### src/rtl/pipe_pkg.sv
// Shared pipeline definitions: opcodes, decode jump encodings and PC unit states.
package pipe_pkg;

   localparam logic [5:0] OP_BEQ  = 6'd32;
   localparam logic [5:0] OP_BNE  = 6'd33;
   localparam logic [5:0] OP_BLT  = 6'd34;
   localparam logic [5:0] OP_BLE  = 6'd35;
   localparam logic [5:0] OP_JR   = 6'd42;
   localparam logic [5:0] OP_HALT = 6'd63;

   // jon_d encodings from decode; bit 1 alone marks a pending branch/jr
   localparam logic [1:0] JON_NONE = 2'b00;
   localparam logic [1:0] JON_JUMP = 2'b01;
   localparam logic [1:0] JON_BR   = 2'b10;

   typedef enum logic {
      RUN  = 1'b0,
      HALT = 1'b1
   } pc_state_t;

endpackage

### src/rtl/pc_branch_cmp.sv
// Combinational resolver: picks the redirect target of the resolving instruction.
module pc_branch_cmp
   import pipe_pkg::*;
#(
   parameter int XLEN       = 32,
   parameter int ADDR_SHIFT = 2,
   parameter bit SIGNED_CMP = 1'b0
) (
   input  logic [5:0]      op,
   input  logic [XLEN-1:0] os,
   input  logic [XLEN-1:0] ot,
   input  logic [XLEN-1:0] imm_dpl,
   input  logic [XLEN-1:0] pc_in,
   output logic [XLEN-1:0] target
);

   logic [XLEN-1:0] seq;
   logic [XLEN-1:0] br;
   logic [XLEN-1:0] dpl_words;
   logic            lt;
   logic            eq;

   // Displacement is a byte offset; arithmetic shift keeps backward branches negative
   assign dpl_words = XLEN'($signed(imm_dpl) >>> ADDR_SHIFT);
   assign seq       = pc_in + XLEN'(1);
   assign br        = seq + dpl_words;
   assign eq        = (os == ot);

   generate
      if (SIGNED_CMP) begin : g_signed
         assign lt = ($signed(os) < $signed(ot));
      end else begin : g_unsigned
         assign lt = (os < ot);
      end
   endgenerate

   // Opcode decode of the taken/not-taken target; unknown opcodes fall through
   always_comb begin
      target = seq;
      case (op)
         OP_BEQ:  target = eq        ? br : seq;
         OP_BNE:  target = !eq       ? br : seq;
         OP_BLT:  target = lt        ? br : seq;
         OP_BLE:  target = (lt || eq) ? br : seq;
         OP_JR:   target = os;
         default: target = seq;
      endcase
   end

endmodule

### src/rtl/pc_unit_p.sv
// Fetch-stage program counter with direct jumps, delayed branch resolution,
// fetch stall, redirect flush pulse and a resumable HALT state.
module pc_unit_p
   import pipe_pkg::*;
#(
   parameter int              XLEN        = 32,
   parameter int              JW          = 26,
   parameter int              ADDR_SHIFT  = 2,
   parameter int              RESOLVE_LAT = 2,
   parameter logic [XLEN-1:0] RESET_PC    = '0,
   parameter bit              SIGNED_CMP  = 1'b0
) (
   input  logic            clk,
   input  logic            rstd,
   input  logic            stall,
   input  logic            resume,
   input  logic [1:0]      jon_d,
   input  logic [JW-1:0]   addr_d,
   input  logic [5:0]      op,
   input  logic [XLEN-1:0] os,
   input  logic [XLEN-1:0] ot,
   input  logic [XLEN-1:0] imm_dpl,
   input  logic [XLEN-1:0] pc_in,
   output logic [XLEN-1:0] pc_out,
   output logic            flush,
   output logic            halted
);

   localparam logic [2:0] CNT_LOAD = 3'(RESOLVE_LAT);

   logic [XLEN-1:0] pc_reg, pc_next;
   logic [2:0]      cnt_reg, cnt_next;
   pc_state_t       state_reg, state_next;
   logic            flush_reg, flush_next;

   logic [XLEN-1:0] pc_plus1;
   logic [XLEN-1:0] jt;
   logic [JW-1:0]   addr_words;
   logic [XLEN-1:0] res_target;

   assign pc_plus1   = pc_reg + XLEN'(1);
   assign addr_words = addr_d >> ADDR_SHIFT;
   assign jt         = XLEN'(addr_words);

   pc_branch_cmp #(
      .XLEN       (XLEN),
      .ADDR_SHIFT (ADDR_SHIFT),
      .SIGNED_CMP (SIGNED_CMP)
   ) u_cmp (
      .op      (op),
      .os      (os),
      .ot      (ot),
      .imm_dpl (imm_dpl),
      .pc_in   (pc_in),
      .target  (res_target)
   );

   // State register; reset wins even in the middle of a countdown
   always_ff @(posedge clk) begin
      if (rstd) begin
         pc_reg    <= RESET_PC;
         cnt_reg   <= 3'd0;
         state_reg <= RUN;
         flush_reg <= 1'b0;
      end else begin
         pc_reg    <= pc_next;
         cnt_reg   <= cnt_next;
         state_reg <= state_next;
         flush_reg <= flush_next;
      end
   end

   // Next-state: prioritised pc action plus an independent resolve counter
   always_comb begin
      pc_next    = pc_reg;
      cnt_next   = cnt_reg;
      state_next = state_reg;
      flush_next = 1'b0;
      case (state_reg)
         RUN: begin
            if (!stall) begin
               if (jon_d == JON_JUMP) begin
                  // decode jump beats a resolution landing on the same edge
                  pc_next    = jt;
                  flush_next = 1'b1;
               end else if (cnt_reg == 3'd1) begin
                  // no flush when the resolved path equals sequential fetch
                  pc_next    = res_target;
                  flush_next = (res_target != pc_plus1);
               end else if (op == OP_HALT) begin
                  pc_next    = pc_in;
                  state_next = HALT;
               end else begin
                  pc_next = pc_plus1;
               end

               if (jon_d[1]) begin
                  cnt_next = CNT_LOAD;
               end else if (cnt_reg != 3'd0) begin
                  cnt_next = cnt_reg - 3'd1;
               end
            end
         end
         HALT: begin
            if (resume) begin
               pc_next    = pc_plus1;
               state_next = RUN;
            end
         end
         default: begin
            state_next = RUN;
         end
      endcase
   end

   assign pc_out = pc_reg;
   assign flush  = flush_reg;
   assign halted = (state_reg == HALT);

endmodule

### config.mk
export PLATFORM = sky130hd
export DESIGN_NAME = pc_unit_p
export DESIGN_NICKNAME = d
export VERILOG_FILES = /design/src/rtl/pipe_pkg.sv /design/src/rtl/pc_branch_cmp.sv /design/src/rtl/pc_unit_p.sv
export SDC_FILE = /design/constraint.sdc
export NUM_CORES = 1
export LEC_CHECK = 0
export ABC_AREA = 1
export BUFFER_PORTS_ARGS = -buffer_cell sky130_fd_sc_hd__buf_2
export CORE_UTILIZATION = 40
export CTS_CLUSTER_DIAMETER = 50
export DETAILED_ROUTE_END_ITERATION = 10
export HOLD_SLACK_MARGIN = 0.08
export PLACE_DENSITY = 0.59
export SYNTH_ARGS = -nofsm -noshare
export SYNTH_HDL_FRONTEND = slang
export SYNTH_HIERARCHICAL = 1
export SYNTH_SLANG_ARGS = --single-unit
### constraint.sdc
create_clock -name clk -period 5.9 [get_ports clk]
set_input_delay 0.295 -clock clk [delete_from_list [all_inputs] [get_ports clk]]
set_output_delay 0.295 -clock clk [all_outputs]
set_load 0.02 [all_outputs]
==> flow_summary_export.csv, run 1 <==
group,metric,value,unit
timing,worstMarginPinSlew,0.9823,ns
synthesis,syn-mean-instance-area,5.463,sq um
die,initial_utilization,41.22,%
cts,hold_buffers,0,
synthesis,ys_types,56,
layout,number_of_flip_flops_in_the_largest_register,32,
timing,drv_slew,0,
global_routing,grt_start_max_net_pins,46,
synthesis,synth.cell_area,0.009418,sq mm
critical_path,crit_arrival,4.25,ns
timing,fmax,245.6,MHz
layout,nFillCells,2586,
cts,cts_buffers,5,
cts,tritoncts,"yes",
synthesis,synth_most_common_cell,"sky130_fd_sc_hd__nand2_1",
synthesis,ys_seq_elements,37,
global_routing,globalRouteMet1Util,45.96,%
route,drt_iter0_drc,1217,
synthesis,netlist.area_leader.share,23.00,%
cts,cts_setup_buffers,0,
route,final_antenna_net_count,0,
layout,multi_input_area,0.007627,sq mm
flow_run,cap_violations,0,
route,drcViolationCount,0,
cts,cts_max_path_buffers,2,
global_routing,globalRoute.busiestLayer,"met2",
critical_path,data_required_time_of_the_critical_path,6.07,ns
worst_hold_path,holdCritPathClass,"input port to register",
timing,worst_slew_margin_rel,34.27,%
layout,antennaDiodeCount,0,
cts,cts.sink_count,37,
timing,tns,0,ns
synthesis,synth-warning-count,6,
timing,rsz0062_at_grt,"false",
critical_path,critPathMaxStageDelay,0.41,ns
cts,htree_levels,2,
synthesis,most_area_hungry_cell_type_in_the_yosys_netlist,"sky130_fd_sc_hd__nand2_1",
die,std_cell_rows,55,
timing,finalSetupViolations,0,
die,floorplan.die_area,0.02416,sq mm
power,power_density_over_the_cells,124.9,mW/mm^2
route,vias,11757,
critical_path,worstSetupEndpointType,"register",
route,detail_route.vias_per_cell,5.320,
critical_path,crit_path_max_fanout,6,
cts,worst_skew_pair.late_latency,0.29,ns
critical_path,critical_path.startpoint_type,"input port",
synthesis,seq_area_frac_synth,7.865,%
placement,globalplace.congestion,0.9592,
placement,dp.cells,2203,
die,boundaryPins,200,
timing,min_period,4.071,ns
timing,timing_hold_violations_final,0,
synthesis,syn_inst,1724,
cts,cts.root.buffer_cell,"sky130_fd_sc_hd__clkbuf_16",
power,max-vdd-ir-drop,151.2,uV
timing,final.period_utilization,69.00,%
die,dieHeight,155.4,um
synthesis,synthTopCellsByCount,"sky130_fd_sc_hd__nand2_1, sky130_fd_sc_hd__inv_1, sky130_fd_sc_hd__nand3_1",
route,number_of_search_and_repair_iterations_in_the_first_detailed_routing_pass,6,
layout,flow.area_growth_from_synthesis,14.89,%
layout,final-instance-count-excl-fill,2210,
synthesis,synth_async_sr_flop_share,0,%
power,p_leak,0.005774,uW
cts,clk_pin_slew_worst_paths,0.06,ns
cts,cts.repair.resized,0,
synthesis,synth_top_cells_by_area,"sky130_fd_sc_hd__nand2_1, sky130_fd_sc_hd__ha_1, sky130_fd_sc_hd__inv_1",
layout,drive_above_1_share,17.24,%
global_routing,gr-usage-all-layers,31.30,%
layout,num-nets-final,2138,
global_routing,global_route_wire_length_before_repair,57600,um
die,core_area,0.02285,sq mm
global_routing,grt_antenna_before_repair,0,
synthesis,synth.net_count,1965,
critical_path,r2r_setup_slack,3.02,ns
synthesis,postSynth.topFlopCell,"sky130_fd_sc_hd__dfxtp_1",
global_routing,gr-usage-met2,47.15,%
critical_path,path_class,"input port to register",
placement,portBuffers,195,
layout,flip_flop_and_latch_area,740.7,sq um
route,postRouteWirelength,38440,um
route,routed_wire_length_per_instance,17.39,um
timing,fin_worst_skew,0.01035,ns
placement,detailed_place_hpwl,32060,um
die,chipWidth,155.4,um
global_routing,grt_pass1_vias,10296,
critical_path,worst_path_max_delay_cell,"sky130_fd_sc_hd__ha_1",
status,result_of_the_run,"completed",
global_routing,grt.overflow.total,0,
synthesis,number_of_flops_mapped_to_enable_cells_by_yosys,0,
global_routing,global_route.usage.met3,3.621,%
critical_path,critical_path.most_common_cell,"sky130_fd_sc_hd__nand2_1",
## path summary, 6_finish.rpt
| path | from | end | cells past startpoint |
|---|---|---|---|
| setup / recovery | pc_in[0] | flush | 28 |
| hold / removal | resume | halted | 2 |
| setup reg to reg | cnt_reg[1] | pc_out[19] | 9 |
| hold reg to reg | cnt_reg[0] | cnt_reg[0] | 2 |
## worst max-delay path, delay by kind of cell
kind / cells / cell delay [ns]
XOR/XNOR: 1 / 0.22
adder cells (fa/ha/maj): 2 / 0.58
buffers and inverters: 2 / 0.30
AND/OR/NAND/NOR: 23 / 2.85
## per-layer routing
layer | routed length (um) | share of wire (%) | vias to the layer above
met2 | 15870 | 41 | 504
met4 | 1219 | 3.2 | 0
met3 | 3097 | 8.1 | 55
li1 | - | - | 5932
met5 | 0 | 0 | -
met1 | 18250 | 47 | 5266
## kinds of logic after synthesis
kind of cell	after synthesis	synth area share (%)
simple gates	1020	49.73
fa+ha+maj	75	10.04
compound gates	266	15.92
flops	37	7.865
buf+inv	273	11.15
xor+xnor	53	5.301
## per-stage QoR
step | setup slack [ns] | hold slack, ns | power [uW] | utilization [%] | cell area [sq um]
floorplan | 2.722 | 0.4119 | 801.9 | - | 9418
global placement | 1.655 | 0.5316 | 1054 | 46.74 | 10680
detailed placement | 1.608 | 0.5424 | 1059 | 46.74 | 10680
CTS | 1.882 | 0.2397 | 1340 | 47.36 | 10820
global route | 1.334 | 0.2401 | 1456 | 47.36 | 10820
finish | 1.829 | 0.2400 | 1351 | 47.36 | 10820
## layout make-up
type | instances | area share (%)
tap | 313 | 3.619
sequential | 37 | 6.845
inverter | 237 | 8.222
clock buffer | 7 | 1.318
timing repair buffer | 202 | 9.505
multi-input combinational | 1414 | 70.49
## report_power, final
part           switching, uW  internal (uW)  total (uW)
clock network            115            166         281
logic                    498            267         765
registers               34.7            270         305
## cell usage in the layout, fill, tap and decap left out, types with 24 or more instances in the layout
master and n:
sky130_fd_sc_hd__nor2_1 144, sky130_fd_sc_hd__buf_2 195, sky130_fd_sc_hd__xor2_1 38, sky130_fd_sc_hd__a21oi_1 90
sky130_fd_sc_hd__o21ai_0 101, sky130_fd_sc_hd__inv_1 221, sky130_fd_sc_hd__nand2_1 577, sky130_fd_sc_hd__nand3_1 151
sky130_fd_sc_hd__nand2_2 30, sky130_fd_sc_hd__nor2_2 24, sky130_fd_sc_hd__ha_1 74, sky130_fd_sc_hd__dfxtp_1 37
Power figures use the tool's default switching activity.
==> run 2, diff against run 1 <==
Clock period 5.9 ns to 3.8 ns, I/O delays scaled along.
==> run 2 against run 1 <==
Compared with the run above:
- first-iteration DRC count is 2.1% lower
- total power is 64% higher
- hold slack worse by 0.11 ns
- non-clock buffer count is 100 higher
- sequential share of layout area is 0.54 points lower
- die area stayed put
- global-route usage is 1.0 points higher
- cell count is 4.6% higher
- critical path depth is 2 higher
- setup slack worse by 1.5 ns
- critical endpoint unchanged
- largest cell class unchanged
- largest power group unchanged
- highest routed layer unchanged
==> flow_summary_export.csv, run 2 (synthesis results as in run 1) <==
group,metric,value,unit
critical_path,critical_path.startpoint_type,"input port",
placement,portBuffers,195,
flow_run,cap_violations,0,
placement,globalplace.congestion,0.9635,
critical_path,path_class,"input port to register",
die,floorplan.die_area,0.02416,sq mm
layout,drive_above_1_share,22.97,%
route,drcViolationCount,0,
layout,final-instance-count-excl-fill,2311,
global_routing,grt_antenna_before_repair,0,
cts,cts.sink_count,37,
route,vias,12227,
route,postRouteWirelength,39620,um
timing,fmax,284.2,MHz
placement,detailed_place_hpwl,33400,um
critical_path,critical_path.most_common_cell,"sky130_fd_sc_hd__nand2_1",
timing,worstMarginPinSlew,0.9782,ns
layout,number_of_flip_flops_in_the_largest_register,32,
worst_hold_path,worstHoldPathCells,2,
power,p_leak,0.006304,uW
critical_path,worst_path_max_delay_cell,"sky130_fd_sc_hd__ha_4",
timing,fin_worst_skew,0.01315,ns
global_routing,gr-usage-all-layers,32.31,%
cts,cts_max_path_buffers,2,
worst_hold_path,min_delay_worst_endpoint,"halted",
power,finalPower,2222,uW
worst_hold_path,holdCritPathClass,"input port to register",
route,number_of_search_and_repair_iterations_in_the_first_detailed_routing_pass,6,
power,power_density_over_the_cells,189.2,mW/mm^2
timing,min_period,3.519,ns
timing,timing_hold_violations_final,0,
timing,drv_slew,0,
critical_path,reg2reg_depth,7,
worst_hold_path,min_from,"resume",
route,drt_iter0_drc,1192,
critical_path,r2r_setup_slack,1.00,ns
route,routed_wire_length_per_instance,17.14,um
placement,dp.cells,2296,
cts,clk_pin_slew_worst_paths,0.07,ns
critical_path,data_required_time_of_the_critical_path,3.99,ns
layout,layout_commonest_cell,"sky130_fd_sc_hd__nand2_1",
cts,cts_buffers,5,
critical_path,crit_arrival,3.71,ns
route,detail_route.vias_per_cell,5.291,
global_routing,grt.overflow.total,0,
critical_path,r2r_start,"halted",
cts,tritoncts,"yes",
global_routing,grt_pass1_vias,10810,
layout,num-nets-final,2238,
global_routing,global_route_wire_length_before_repair,59490,um
cts,htree_levels,2,
critical_path,critPathMaxStageDelay,0.30,ns
critical_path,crit_path_max_fanout,4,
route,final_antenna_net_count,0,
power,max-vdd-ir-drop,130.8,uV
layout,layout_common_cells,"sky130_fd_sc_hd__nand2_1, sky130_fd_sc_hd__inv_1, sky130_fd_sc_hd__buf_2, sky130_fd_sc_hd__nand3_1, sky130_fd_sc_hd__nor2_1",
cts,cts.root.buffer_cell,"sky130_fd_sc_hd__clkbuf_16",
layout,antennaDiodeCount,0,
timing,worst_slew_margin_rel,34.54,%
die,boundaryPins,200,
critical_path,worstSetupEndpointType,"register",
timing,finalSetupViolations,0,
die,core_area,0.02285,sq mm
die,chipWidth,155.4,um
cts,worst_skew_pair.late_latency,0.30,ns
die,std_cell_rows,55,
timing,final.hold.worst_slack,0.1318,ns
timing,final.period_utilization,92.60,%
layout,flow.area_growth_from_synthesis,24.75,%
status,result_of_the_run,"completed",
global_routing,grt_start_max_net_pins,42,
die,dieHeight,155.4,um
die,initial_utilization,41.22,%
critical_path,worstReg2RegEnd,"pc_out[31]",
==> run 2: changes by cell type in the layout (fill, tap and decap cells not counted), sizes merged <==
cell | previous run | this run
buf | 202 | 301
clkinv | 5 | 7
clkbuf | 7 | 6
clkinvlp | 0 | 1
==> run 2: final cells by class <==
type | count | area (sq um)
Sequential cell | 37 | 740.7
Fill cell | 2536 | 11100
Inverter | 237 | 889.6
Timing Repair Buffer | 302 | 1782
Multi-Input combinational cell | 1414 | 7802
Tap cell | 313 | 391.6
Clock buffer | 5 | 125.1
Clock inverter | 3 | 17.52
==> run 2: worst max-delay path, delay by kind of cell <==
family,cells,cell delay [ns]
AND/OR/NAND/NOR,24,2.50
buffers and inverters,4,0.44
adder cells (fa/ha/maj),1,0.30
XOR/XNOR,1,0.27
==> run 2: per-layer routing <==
layer  global-route usage (%)  wire length (um)
met1                    47.11             18690
met3                    3.816              3156
met4                    7.656               988
met5                        0                 0
met2                    50.12             16790
==> run 2: how the worst max path moves through the flow <==
stage,from,to,slack [ns],depth (start not counted)
floorplan,pc_in[0],flush,0.73,27
global placement,pc_in[0],flush,-0.07,29
detailed placement,pc_in[1],flush,-0.12,29
CTS,pc_in[1],flush,0.17,29
global route,pc_in[4],flush,-0.008,29
finish,pc_in[4],flush,0.28,30
==> run 2: power breakdown <==
part,switching (uW),internal [uW],total [uW]
sequential,53.1,419,472
clock,196,242,437
combinational,809,504,1310
total,1060,1160,2220
==> run 2: stage by stage <==
stage	worst slack, ns	area, sq um	utilization [%]	setup TNS, ns
3_5_place_dp	-0.1189	11380	49.79	-0.1487
5_1_grt	-0.008026	11750	51.42	-0.008026
3_3_place_gp	-0.06859	11380	49.79	-0.06859
6_report	0.2813	11750	51.42	0
4_1_cts	0.1670	11520	50.42	0
2_1_floorplan	0.7273	9418	-	0
==> run 2: repair_timing <==
| action | CTS | global route |
|---|---|---|
| buffers inserted | 0 | 7 |
| endpoints found under the hold margin | 0 | 0 |
| hold buffers | 0 | 0 |
| resized for setup | 0 | 40 |
| endpoints found under the setup margin | 0 | 4 |
==> run 3, diff against run 2 <==
--- a/config.mk
+++ b/config.mk
@@ -9,3 +9,3 @@
 export BUFFER_PORTS_ARGS = -buffer_cell sky130_fd_sc_hd__buf_2
-export CORE_UTILIZATION = 40
+export CORE_UTILIZATION = 58
 export CTS_CLUSTER_DIAMETER = 50
@@ -13,3 +13,3 @@
 export HOLD_SLACK_MARGIN = 0.08
-export PLACE_DENSITY = 0.59
+export PLACE_DENSITY = 0.81
 export SYNTH_ARGS = -nofsm -noshare
==> constraint.sdc (replaced) <==
create_clock -name clk -period 3.8 [get_ports clk]
set_input_delay 0 -clock clk [delete_from_list [all_inputs] [get_ports clk]]
set_output_delay 0 -clock clk [all_outputs]
set_load 0.02 [all_outputs]
==> run 3 against run 2 <==
Compared with the run above:
- count of clock-buffer cells in the layout is 2 higher
- sequential power hardly changed
- cell count shrank 7.8%
- critical path type unchanged
==> flow_summary_export.csv, run 3 (synthesis results as in run 1) <==
group,metric,value,unit
global_routing,grt.overflow.total,0,
cts,cts_max_path_buffers,2,
die,boundaryPins,200,
cts,worst_skew_pair.late_latency,0.29,ns
global_routing,grt_pass1_vias,10708,
layout,layout_common_cells,"sky130_fd_sc_hd__nand2_1, sky130_fd_sc_hd__inv_1, sky130_fd_sc_hd__buf_2, sky130_fd_sc_hd__nand3_1, sky130_fd_sc_hd__nor2_1",
global_routing,grt_antenna_before_repair,0,
route,postRouteWirelength,37320,um
power,max-vdd-ir-drop,212.3,uV
flow_run,cap_violations,0,
die,floorplan.die_area,0.01675,sq mm
timing,fmax,284.5,MHz
die,initial_utilization,59.29,%
timing,final.period_utilization,92.49,%
die,chipWidth,129.4,um
route,drcViolationCount,0,
route,final_antenna_net_count,0,
timing,drv_slew,0,
cts,cts.sink_count,37,
die,dieHeight,129.4,um
cts,clk_pin_slew_worst_paths,0.07,ns
layout,antennaDiodeCount,0,
power,power_density_over_the_cells,201.9,mW/mm^2
die,core_area,0.01589,sq mm
global_routing,grt_start_max_net_pins,41,
critical_path,data_required_time_of_the_critical_path,3.98,ns
placement,detailed_place_hpwl,30590,um
power,p_leak,0.005902,uW
route,number_of_search_and_repair_iterations_in_the_first_detailed_routing_pass,6,
cts,cts.root.buffer_cell,"sky130_fd_sc_hd__clkbuf_16",
route,routed_wire_length_per_instance,17.52,um
critical_path,crit_arrival,3.70,ns
layout,flow.area_growth_from_synthesis,15.98,%
critical_path,critical_path.startpoint_type,"input port",
timing,timing_hold_violations_final,0,
layout,number_of_flip_flops_in_the_largest_register,32,
placement,dp.cells,2118,
timing,fin_worst_skew,0.008345,ns
cts,htree_levels,2,
placement,globalplace.congestion,1.026,
placement,portBuffers,195,
route,drt_iter0_drc,1623,
cts,cts_buffers,5,
global_routing,global_route_wire_length_before_repair,56320,um
timing,rsz0062_at_grt,"false",
cts,tritoncts,"yes",
layout,final-instance-count-excl-fill,2130,
status,result_of_the_run,"completed",
route,detail_route.vias_per_cell,5.931,
critical_path,worstSetupEndpointType,"register",
critical_path,path_class,"input port to register",
layout,drive_above_1_share,18.23,%
timing,worstMarginPinSlew,0.9241,ns
route,vias,12632,
layout,num-nets-final,2154,
global_routing,gr-usage-all-layers,43.80,%
timing,finalSetupViolations,0,
timing,worst_slew_margin_rel,38.33,%
layout,layout_commonest_cell,"sky130_fd_sc_hd__nand2_1",
timing,final.hold.worst_slack,0.08030,ns
timing,tns,0,ns
die,std_cell_rows,46,
critical_path,crit_path_max_fanout,8,
timing,min_period,3.515,ns
worst_hold_path,holdCritPathClass,"input port to register",
[run 3: cell type report]
| cell class | instances | area, sq um |
|---|---|---|
| flip-flops and latches | 37 | 740.7 |
| inverters | 237 | 889.6 |
| fillers | 1581 | 4962 |
| clock inverters | 1 | 30.03 |
| well taps | 216 | 270.3 |
| clock buffers | 7 | 142.6 |
| multi-input cells | 1414 | 7696 |
| repair buffers | 218 | 1154 |
[run 3: power breakdown]
| part | leakage (uW) | internal [uW] | switching [uW] |
|---|---|---|---|
| clock | 0.0000841 | 329 | 187 |
| combinational | 0.00551 | 427 | 791 |
| sequential | 0.000305 | 419 | 52.9 |
[run 3: per-stage QoR]
| step | instance area [sq um] | power [uW] | utilization [%] | setup WS (ns) |
|---|---|---|---|---|
| 5_1_grt | 10920 | 2334 | 68.76 | 0.005022 |
| 6_report | 10920 | 2206 | 68.76 | 0.2853 |
| 2_1_floorplan | 9418 | 1245 | - | 0.9173 |
| 3_5_place_dp | 10650 | 1642 | 67.02 | 0.005272 |
| 3_3_place_gp | 10650 | 1620 | 67.02 | 0.08882 |
| 4_1_cts | 10840 | 2151 | 68.23 | 0.2855 |
[run 3: final timing paths]
| path | start | end | slack [ns] | cells past startpoint |
|---|---|---|---|---|
| setup / recovery | pc_in[7] | flush | 0.29 | 24 |
| hold / removal | addr_d[10] | pc_out[8] | 0.08 | 5 |
| setup reg to reg | halted | pc_out[31] | 1.11 | 7 |
| hold reg to reg | cnt_reg[2] | cnt_reg[2] | 0.55 | 2 |
[run 3: timing repair]
| action | in CTS | in global routing |
|---|---|---|
| setup endpoints to repair | 0 | 2 |
| setup buffers | 0 | 2 |
| resized for setup | 0 | 13 |
| endpoints found under the hold margin | 2 | 0 |
| hold buffers | 2 | 0 |
[run 3: metal layers]
layer | vias up | routed length, um | GRT usage [%]
li1 | 5956 | - | -
met1 | 5626 | 15700 | 60.53
met2 | 906 | 15260 | 65.97
met3 | 144 | 4545 | 8.423
met4 | 0 | 1816 | 18.81
met5 | - | 0 | 0
[run 3: critical path: stages]
cell and delay, ns:
sky130_fd_sc_hd__buf_2 0.14, sky130_fd_sc_hd__nand2_1 0.15, sky130_fd_sc_hd__nor2_1 0.23, sky130_fd_sc_hd__nand2_1 0.12, sky130_fd_sc_hd__nor2_4 0.23, sky130_fd_sc_hd__xor2_1 0.38, sky130_fd_sc_hd__ha_1 0.29, sky130_fd_sc_hd__nand2_1 0.15
sky130_fd_sc_hd__nor2_1 0.16, sky130_fd_sc_hd__inv_1 0.10, sky130_fd_sc_hd__nor3_2 0.25, sky130_fd_sc_hd__nand3_1 0.15, sky130_fd_sc_hd__nand4_1 0.10, sky130_fd_sc_hd__nand2_1 0.10, sky130_fd_sc_hd__a21oi_1 0.17, sky130_fd_sc_hd__nor2_1 0.07
sky130_fd_sc_hd__nor2_1 0.25, sky130_fd_sc_hd__nand2_1 0.11, sky130_fd_sc_hd__nand2_1 0.08, sky130_fd_sc_hd__nand2_1 0.05, sky130_fd_sc_hd__nor2_1 0.15, sky130_fd_sc_hd__nand3_1 0.11, sky130_fd_sc_hd__nor2_1 0.10, sky130_fd_sc_hd__nor2_1 0.04
